## src/rtl/fir_tdm_sequencer.sv

```systemverilog
// Time-multiplexed FIR: one shared MAC stepped across TAPS sample/coefficient pairs per sample.
// Define FIR_TDM_SAT_EN to saturate the result to OW bits instead of wrapping.
module fir_tdm_sequencer #(
    parameter int unsigned TAPS = 4,
    parameter int unsigned DW   = 8,
    parameter int unsigned CW   = 8,
    parameter int unsigned OW   = 16
) (
    input  logic                    clk,
    input  logic                    rst_n,
    input  logic                    clr,
    input  logic                    in_valid,
    output logic                    in_ready,
    input  logic signed [DW-1:0]    x_in,
    output logic                    out_valid,
    input  logic                    out_ready,
    output logic signed [OW-1:0]    y_out,
    input  logic                    cfg_we,
    input  logic [$clog2(TAPS)-1:0] cfg_addr,
    input  logic signed [CW-1:0]    cfg_data,
    output logic                    cfg_ready,
    output logic                    busy
);

    localparam int unsigned KW = $clog2(TAPS);
    localparam int unsigned PW = DW + CW;
    localparam int unsigned AW = DW + CW + KW;

    typedef enum logic [1:0] {StIdle, StMac, StOut} state_e;

    state_e                state_q, state_d;
    logic [KW-1:0]         k_q, k_d;
    logic signed [AW-1:0]  acc_q, acc_d, acc_sum;
    logic signed [PW-1:0]  prod;
    logic signed [OW-1:0]  y_q, y_d, y_conv;
    logic signed [DW-1:0]  x_q [TAPS];
    logic signed [DW-1:0]  x_d [TAPS];
    logic signed [CW-1:0]  h_q [TAPS];
    logic signed [CW-1:0]  h_d [TAPS];

    assign prod    = PW'(x_q[k_q]) * PW'(h_q[k_q]);
    assign acc_sum = acc_q + AW'(prod);

`ifdef FIR_TDM_SAT_EN
    localparam int unsigned SW = (AW > OW) ? AW : OW;
    localparam logic signed [SW-1:0] SatMax = {{(SW-OW+1){1'b0}}, {(OW-1){1'b1}}};
    localparam logic signed [SW-1:0] SatMin = {{(SW-OW+1){1'b1}}, {(OW-1){1'b0}}};

    logic signed [SW-1:0] sum_ext;
    assign sum_ext = SW'(acc_sum);

    always_comb begin
        if (sum_ext > SatMax) begin
            y_conv = {1'b0, {(OW-1){1'b1}}};
        end else if (sum_ext < SatMin) begin
            y_conv = {1'b1, {(OW-1){1'b0}}};
        end else begin
            y_conv = OW'(sum_ext);
        end
    end
`else
    assign y_conv = OW'(acc_sum);
`endif

    always_comb begin
        state_d = state_q;
        k_d     = k_q;
        acc_d   = acc_q;
        y_d     = y_q;
        x_d     = x_q;
        h_d     = h_q;
        if (clr) begin
            // Clear wins over everything; coefficients are deliberately kept.
            state_d = StIdle;
            k_d     = '0;
            acc_d   = '0;
            y_d     = '0;
            for (int i = 0; i < TAPS; i++) x_d[i] = '0;
        end else begin
            unique case (state_q)
                StIdle: begin
                    if (cfg_we && (32'(cfg_addr) < TAPS)) h_d[cfg_addr] = cfg_data;
                    if (in_valid) begin
                        x_d[0] = x_in;
                        for (int i = 1; i < TAPS; i++) x_d[i] = x_q[i-1];
                        acc_d   = '0;
                        k_d     = '0;
                        state_d = StMac;
                    end
                end
                StMac: begin
                    acc_d = acc_sum;
                    k_d   = k_q + 1'b1;
                    if (k_q == KW'(TAPS - 1)) begin
                        y_d     = y_conv;
                        k_d     = '0;
                        state_d = StOut;
                    end
                end
                StOut: begin
                    if (out_ready) state_d = StIdle;
                end
                default: state_d = StIdle;
            endcase
        end
    end

    always_ff @(posedge clk or negedge rst_n) begin
        if (!rst_n) begin
            state_q <= StIdle;
            k_q     <= '0;
            acc_q   <= '0;
            y_q     <= '0;
            for (int i = 0; i < TAPS; i++) begin
                x_q[i] <= '0;
                h_q[i] <= CW'(i + 1);
            end
        end else begin
            state_q <= state_d;
            k_q     <= k_d;
            acc_q   <= acc_d;
            y_q     <= y_d;
            x_q     <= x_d;
            h_q     <= h_d;
        end
    end

    assign in_ready  = (state_q == StIdle);
    assign cfg_ready = (state_q == StIdle) && !clr;
    assign out_valid = (state_q == StOut);
    assign busy      = (state_q != StIdle);
    assign y_out     = y_q;

endmodule

```

## config.mk

```make
export PLATFORM = sky130hd
export DESIGN_NAME = fir_tdm_sequencer
export DESIGN_NICKNAME = d
export VERILOG_FILES = /design/src/rtl/fir_tdm_sequencer.sv
export SDC_FILE = /design/constraint.sdc
export NUM_CORES = 1
export LEC_CHECK = 0
export ABC_AREA = 1
export CAP_MARGIN = 20
export CORE_MARGIN = 3
export CORE_UTILIZATION = 55
export DETAILED_ROUTE_END_ITERATION = 6
export DONT_BUFFER_PORTS = 1
export GPL_TIMING_DRIVEN = 1
export PLACE_DENSITY = 0.68
export SETUP_SLACK_MARGIN = 0.15
export SLEW_MARGIN = 5
export SYNTH_ARGS = -nofsm -noshare
export SYNTH_HDL_FRONTEND = slang
export SYNTH_SLANG_ARGS = --single-unit
```

## constraint.sdc

```tcl
create_clock -name clk -period 8 [get_ports clk]
set_input_delay 2 -clock clk [delete_from_list [all_inputs] [get_ports clk]]
set_output_delay 2 -clock clk [all_outputs]
set_load 0.005 [all_outputs]
```

Word-level counts from Yosys, hierarchy flattened
Index checks and enable logic that the tools add are counted.
Operators by class
  order comparisons: 3
  add/subtract/negate cells: 2
  equal/unequal tests: 6
  $mul: 1
  bitwise gates (word level): 3
  muxes and demuxes: 27
  reduce and logical (&&, ||, !) cells: 15
Operators by type and width (number)
  32-bit 2-to-1 mux: 3
  16-bit 2-to-1 mux: 3
  8-bit 2-to-1 mux: 5
  18-bit 2-to-1 mux: 2
  18-bit one-hot mux with 2 select lines: 1
  8-bit binary-select mux with 2-bit select: 2
  32-bit bitwise mux: 1
  18-bit by 16-bit adder with 18-bit output: 1
  8-bit demux with 2-bit select: 1
  8-bit by 8-bit multiplier with 16-bit output: 1
  2-bit 2-to-1 mux: 7
  2-bit nonzero test: 5
  3-bit greater-or-equal comparator, second input constant: 2
  3-bit != test, second input constant: 2
  2-bit NOT with 3-bit output: 2
  2-bit one-hot mux with 3 select lines: 1
  2-bit AND reduction: 3
  3-bit AND reduction: 2
  2-bit equality test, second input constant: 2
  2-bit one-hot mux with 2 select lines: 1
  3-bit by 1-bit less-than comparator with 1-bit output, second input constant: 1
  3-bit by 2-bit != test with 1-bit output, second input constant: 1
  3-bit nonzero test: 1
  2-bit by 1-bit adder with 2-bit output, second input constant: 1
  5 further kinds: 6
Storage, ports and cells
  bits in registers: 102
  word-level logic and storage cells: 69
  output and inout port bits: 20
  input bits: 24

Depth between registers and ports, before layout
  depth in word-level cells: 9
  mapped depth: 28
  gate-level depth less buffers: 27

Worst setup path before layout
OpenSTA, ideal clock, no wires.
  kind: register to register
  start: reg k_q[0]
  end: reg y_q[11], in the netlist y_out[11]
  path buffers: 2
  library setup time: 83 ps
  arrival time: 5599 ps
  cell stages (with the launch flop): 22
  slack: 2318 ps
  clock period less this slack: 5682 ps
  cell sequence: dfrtp_1 buf_2 buf_4 nand2_1 a32oi_1 inv_1 nor2_1 inv_1 fa_1 inv_1 fa_1 fa_1 fa_1 fa_1 ha_1 nand2_1 nor2_1 inv_1 o21bai_1 xor2_1 nand2_1 o21ai_0
On the way
  longest elaborated chain between the ends: 9
  elaborated cells between the ends (all ways): 15
  those cells by class: add/sub (1); mul (1); eq/ne (1); mux (9); bitwise (1); reduce/logical (2)
RTL lines
  from (decl): line 32  | logic [KW-1:0] k_q, k_d;
  from (signal assigned): line 120  | k_q <= k_d;
  2-bit NOT with 3-bit output (not written as such): line 41  | assign prod = PW'(x_q[k_q]) * PW'(h_q[k_q]);
  8-bit binary-select mux with 2-bit select: line 41
  8-bit 2-to-1 mux (not written as such) (2 in series): line 41
  8-bit by 8-bit multiplier with 16-bit output: line 41
  18-bit by 16-bit adder with 18-bit output: line 42  | assign acc_sum = acc_q + AW'(prod);
  16-bit 2-to-1 mux: line 94  | if (k_q == KW'(TAPS - 1)) begin
  16-bit 2-to-1 mux: line 80  | unique case (state_q)
  16-bit 2-to-1 mux: line 72  | if (clr) begin
  to (signal assigned): line 122  | y_q <= y_d;
  to (decl): line 35  | logic signed [OW-1:0] y_q, y_d, y_conv;
Several ways; a longest one is shown, not always the timed one. The select of a mux whose other input is x is not followed.
A chain may end at the register's enable or synchronous reset.

Final worst setup path
Ends and elaborated chain as after synthesis.

==> impl_metrics.csv <==
group,metric,value,unit
run_status,outcome,"completed",
final_layout,diodes,0,
sta,worst_pin_slew,0.940,ns
clock_network,clock_latency,0.35,ns
detailed_routing,drc_errors,0,
detailed_routing,wl_per_cell,16.6,um
sta,drv_slew,0,
clock_network,cts_root_buffer,"clkbuf_16",
critical_path,worst_setup_path_start_kind,"flop",
detailed_routing,vias,5532,
sta,setup_viol,0,
clock_network,cts_hold_buffers,0,
detailed_routing,wl,16900,um
final_layout,area_delta_synth_final,5.77,%
detailed_routing,ant_nets,0,
min_path,min_path_cells,2,
critical_path,cp.required,8.27,ns
clock_network,cts-resized-gates,0,
synth,ys_types,37,
synth,syn_area,7460,um2
clock_network,cts.sink_count,100,
detailed_routing,dr.first_iter.drc_count,420,
global_routing,antenna_found_initial,0,
sta,relSlewSlack,0.371,
die,ioPinCount,44,
final_layout,final_nets,980,
die,die_width,123,um
clock_network,path_clk_slew,0.07,ns
final_layout,layout_commonest_cell,"nand2_1",
sta,setup-tns-final,0,ns
critical_path,crit_type,"reg2reg",
min_path,min_path_type,"reg2reg",
critical_path,cp-end-kind,"flop",
clock_network,htree_levels,3,
synth,synth_seq_cells,100,
detailed_routing,viasPerCell,5.40,
critical_path,cp_max_fo,52,
die,die_h,123,um
synth,synth_edf_count,0,
die,core_area,12900,um2
global_routing,grt_start_max_net_pins,101,
die,initial_core_util,0.577,
critical_path,critical_path_arrival,6.69,ns
global_routing,track_usage,0.251,
final_layout,drive_gt1_frac,0.0681,
placed_design,place.gp.congestion,0.891,
flow_run,cap_violations,0,
sta,hold_viol,0,
synth,synthFlopType,"dfrtp_1",
global_routing,overflow,0,
global_routing,grt_pass1_vias,5811,
clock_network,cts_buffers,9,
critical_path,ff2ff_path_depth,19,
final_layout,nFillCells,1139,
synth,async_flop_share,1.00,
placed_design,hpwl,13000,um
clock_network,clock_tree.buffer_depth,2,
die,dieArea,15000,um2
sta,rsz0062_at_grt,"false",
synth,yosysSeqAreaShare,0.336,
sta,finalCritPeriodShare,0.803,
detailed_routing,first_pass_iters,7,
synth,synth_nets,989,
sta,skew,0.00441,ns
synth,yosysWarnings,0,
clock_network,cts_tree,"built",
sta,period_minus_slack,6.42,ns
sta,fmax,156,MHz
clock_network,postCtsSetupRepairBufs,0,
synth,syn-instance-count,856,
synth,synth.avg_cell_area,8.72,um2
placed_design,numPortBuffers,0,
final_layout,layout_common_cells,"179 x nand2_1, 172 x inv_1, 95 x dfrtp_1",
global_routing,grt_pass1_wl,29400,um
die,rows,41,
==> cells by family after synthesis <==
| logic type | count (synthesis) | share of synthesized area |
|---|---|---|
| adder cells (fa/ha/maj) | 109 | 0.254 |
| AND/OR/NAND/NOR | 300 | 0.169 |
| XOR/XNOR | 4 | 0.00469 |
| flip-flops | 100 | 0.336 |
| buffers and inverters | 199 | 0.103 |
| multiplexers | 24 | 0.0362 |
| AO/OA/AOI/OAI | 120 | 0.0977 |
==> routing by layer <==
metal	part of all wire	global-route usage
met1	0.48	0.369
met2	0.44	0.383
met3	0.059	0.0544
met4	0.015	0.0658
met5	0	0
==> final timing paths <==
| kind | to | from | slack [ns] |
|---|---|---|---|
| min in group asynchronous | h_q[12] | rst_n | 1.34 |
| worst min-delay path | x_q[3] | x_q[3] | 0.49 |
| worst min register to register | x_q[3] | x_q[3] | 0.49 |
| max in group asynchronous | h_q[8] | rst_n | 6.46 |
| worst max register to register | y_out[11] | k_q[0] | 1.58 |
| worst max-delay path | y_out[11] | k_q[0] | 1.58 |
==> cells in the mapped netlist (all sizes together) (12+ instances only) <==
| library cell | count | share of area |
|---|---|---|
| dfrtp | 95 | 0.32 |
| ha | 38 | 0.064 |
| buf | 12 | 0.0085 |
| nand2 | 180 | 0.092 |
| a21oi | 26 | 0.017 |
| fa | 71 | 0.19 |
| o21ai | 49 | 0.033 |
| o31ai | 17 | 0.017 |
| clkbuf | 12 | 0.0060 |
| inv | 175 | 0.088 |
| mux2 | 24 | 0.036 |
| nor2 | 78 | 0.042 |
| a32oi | 15 | 0.018 |
| nand3 | 30 | 0.020 |
==> worst max-delay path, stage by stage (launching register included) <==
cell,delay (ns)
dfrtp_1,0.36
buf_4,0.28
inv_1,0.48
nand2_1,0.09
a32oi_1,0.57
inv_1,0.11
nor2_1,0.64
fa_1,0.58
fa_1,0.54
fa_1,0.44
fa_1,0.50
ha_1,0.31
ha_1,0.41
nand2_1,0.12
nor2_1,0.15
inv_1,0.05
o21bai_1,0.25
xor2_1,0.18
nand2_1,0.08
o21ai_0,0.16
==> per-stage QoR <==
step	setup WS [ns]	util	std cells	hold slack (ns)	cell area (um2)
after floorplan	2.32	-	856	0.452	7460
after global placement	1.82	0.587	1007	0.464	7590
after detailed placement	1.64	0.589	1008	0.475	7610
after CTS	1.62	0.611	1024	0.494	7900
after global routing	1.07	0.611	1024	0.513	7900
final	1.58	0.611	1024	0.491	7900
==> sequential cells by signal, indices dropped and copies added, names as in the netlist <==
signal	flops
k_q	2
state_q	2
x_q	32
y_out	16
acc_q	16
h_q	32
==> layout make-up <==
type,count,area (um2),area share
well taps,172,215,0.0273
repair buffers,4,37.5,0.00475
clock buffers,12,256,0.0325
flip-flops and latches,100,2510,0.318
clock inverters,4,30.0,0.00380
multi-input cells,557,4190,0.531
inverters,175,657,0.0832
Power is not shown: default switching activity piles up to over one toggle a cycle in this logic, so the estimate is an artifact.
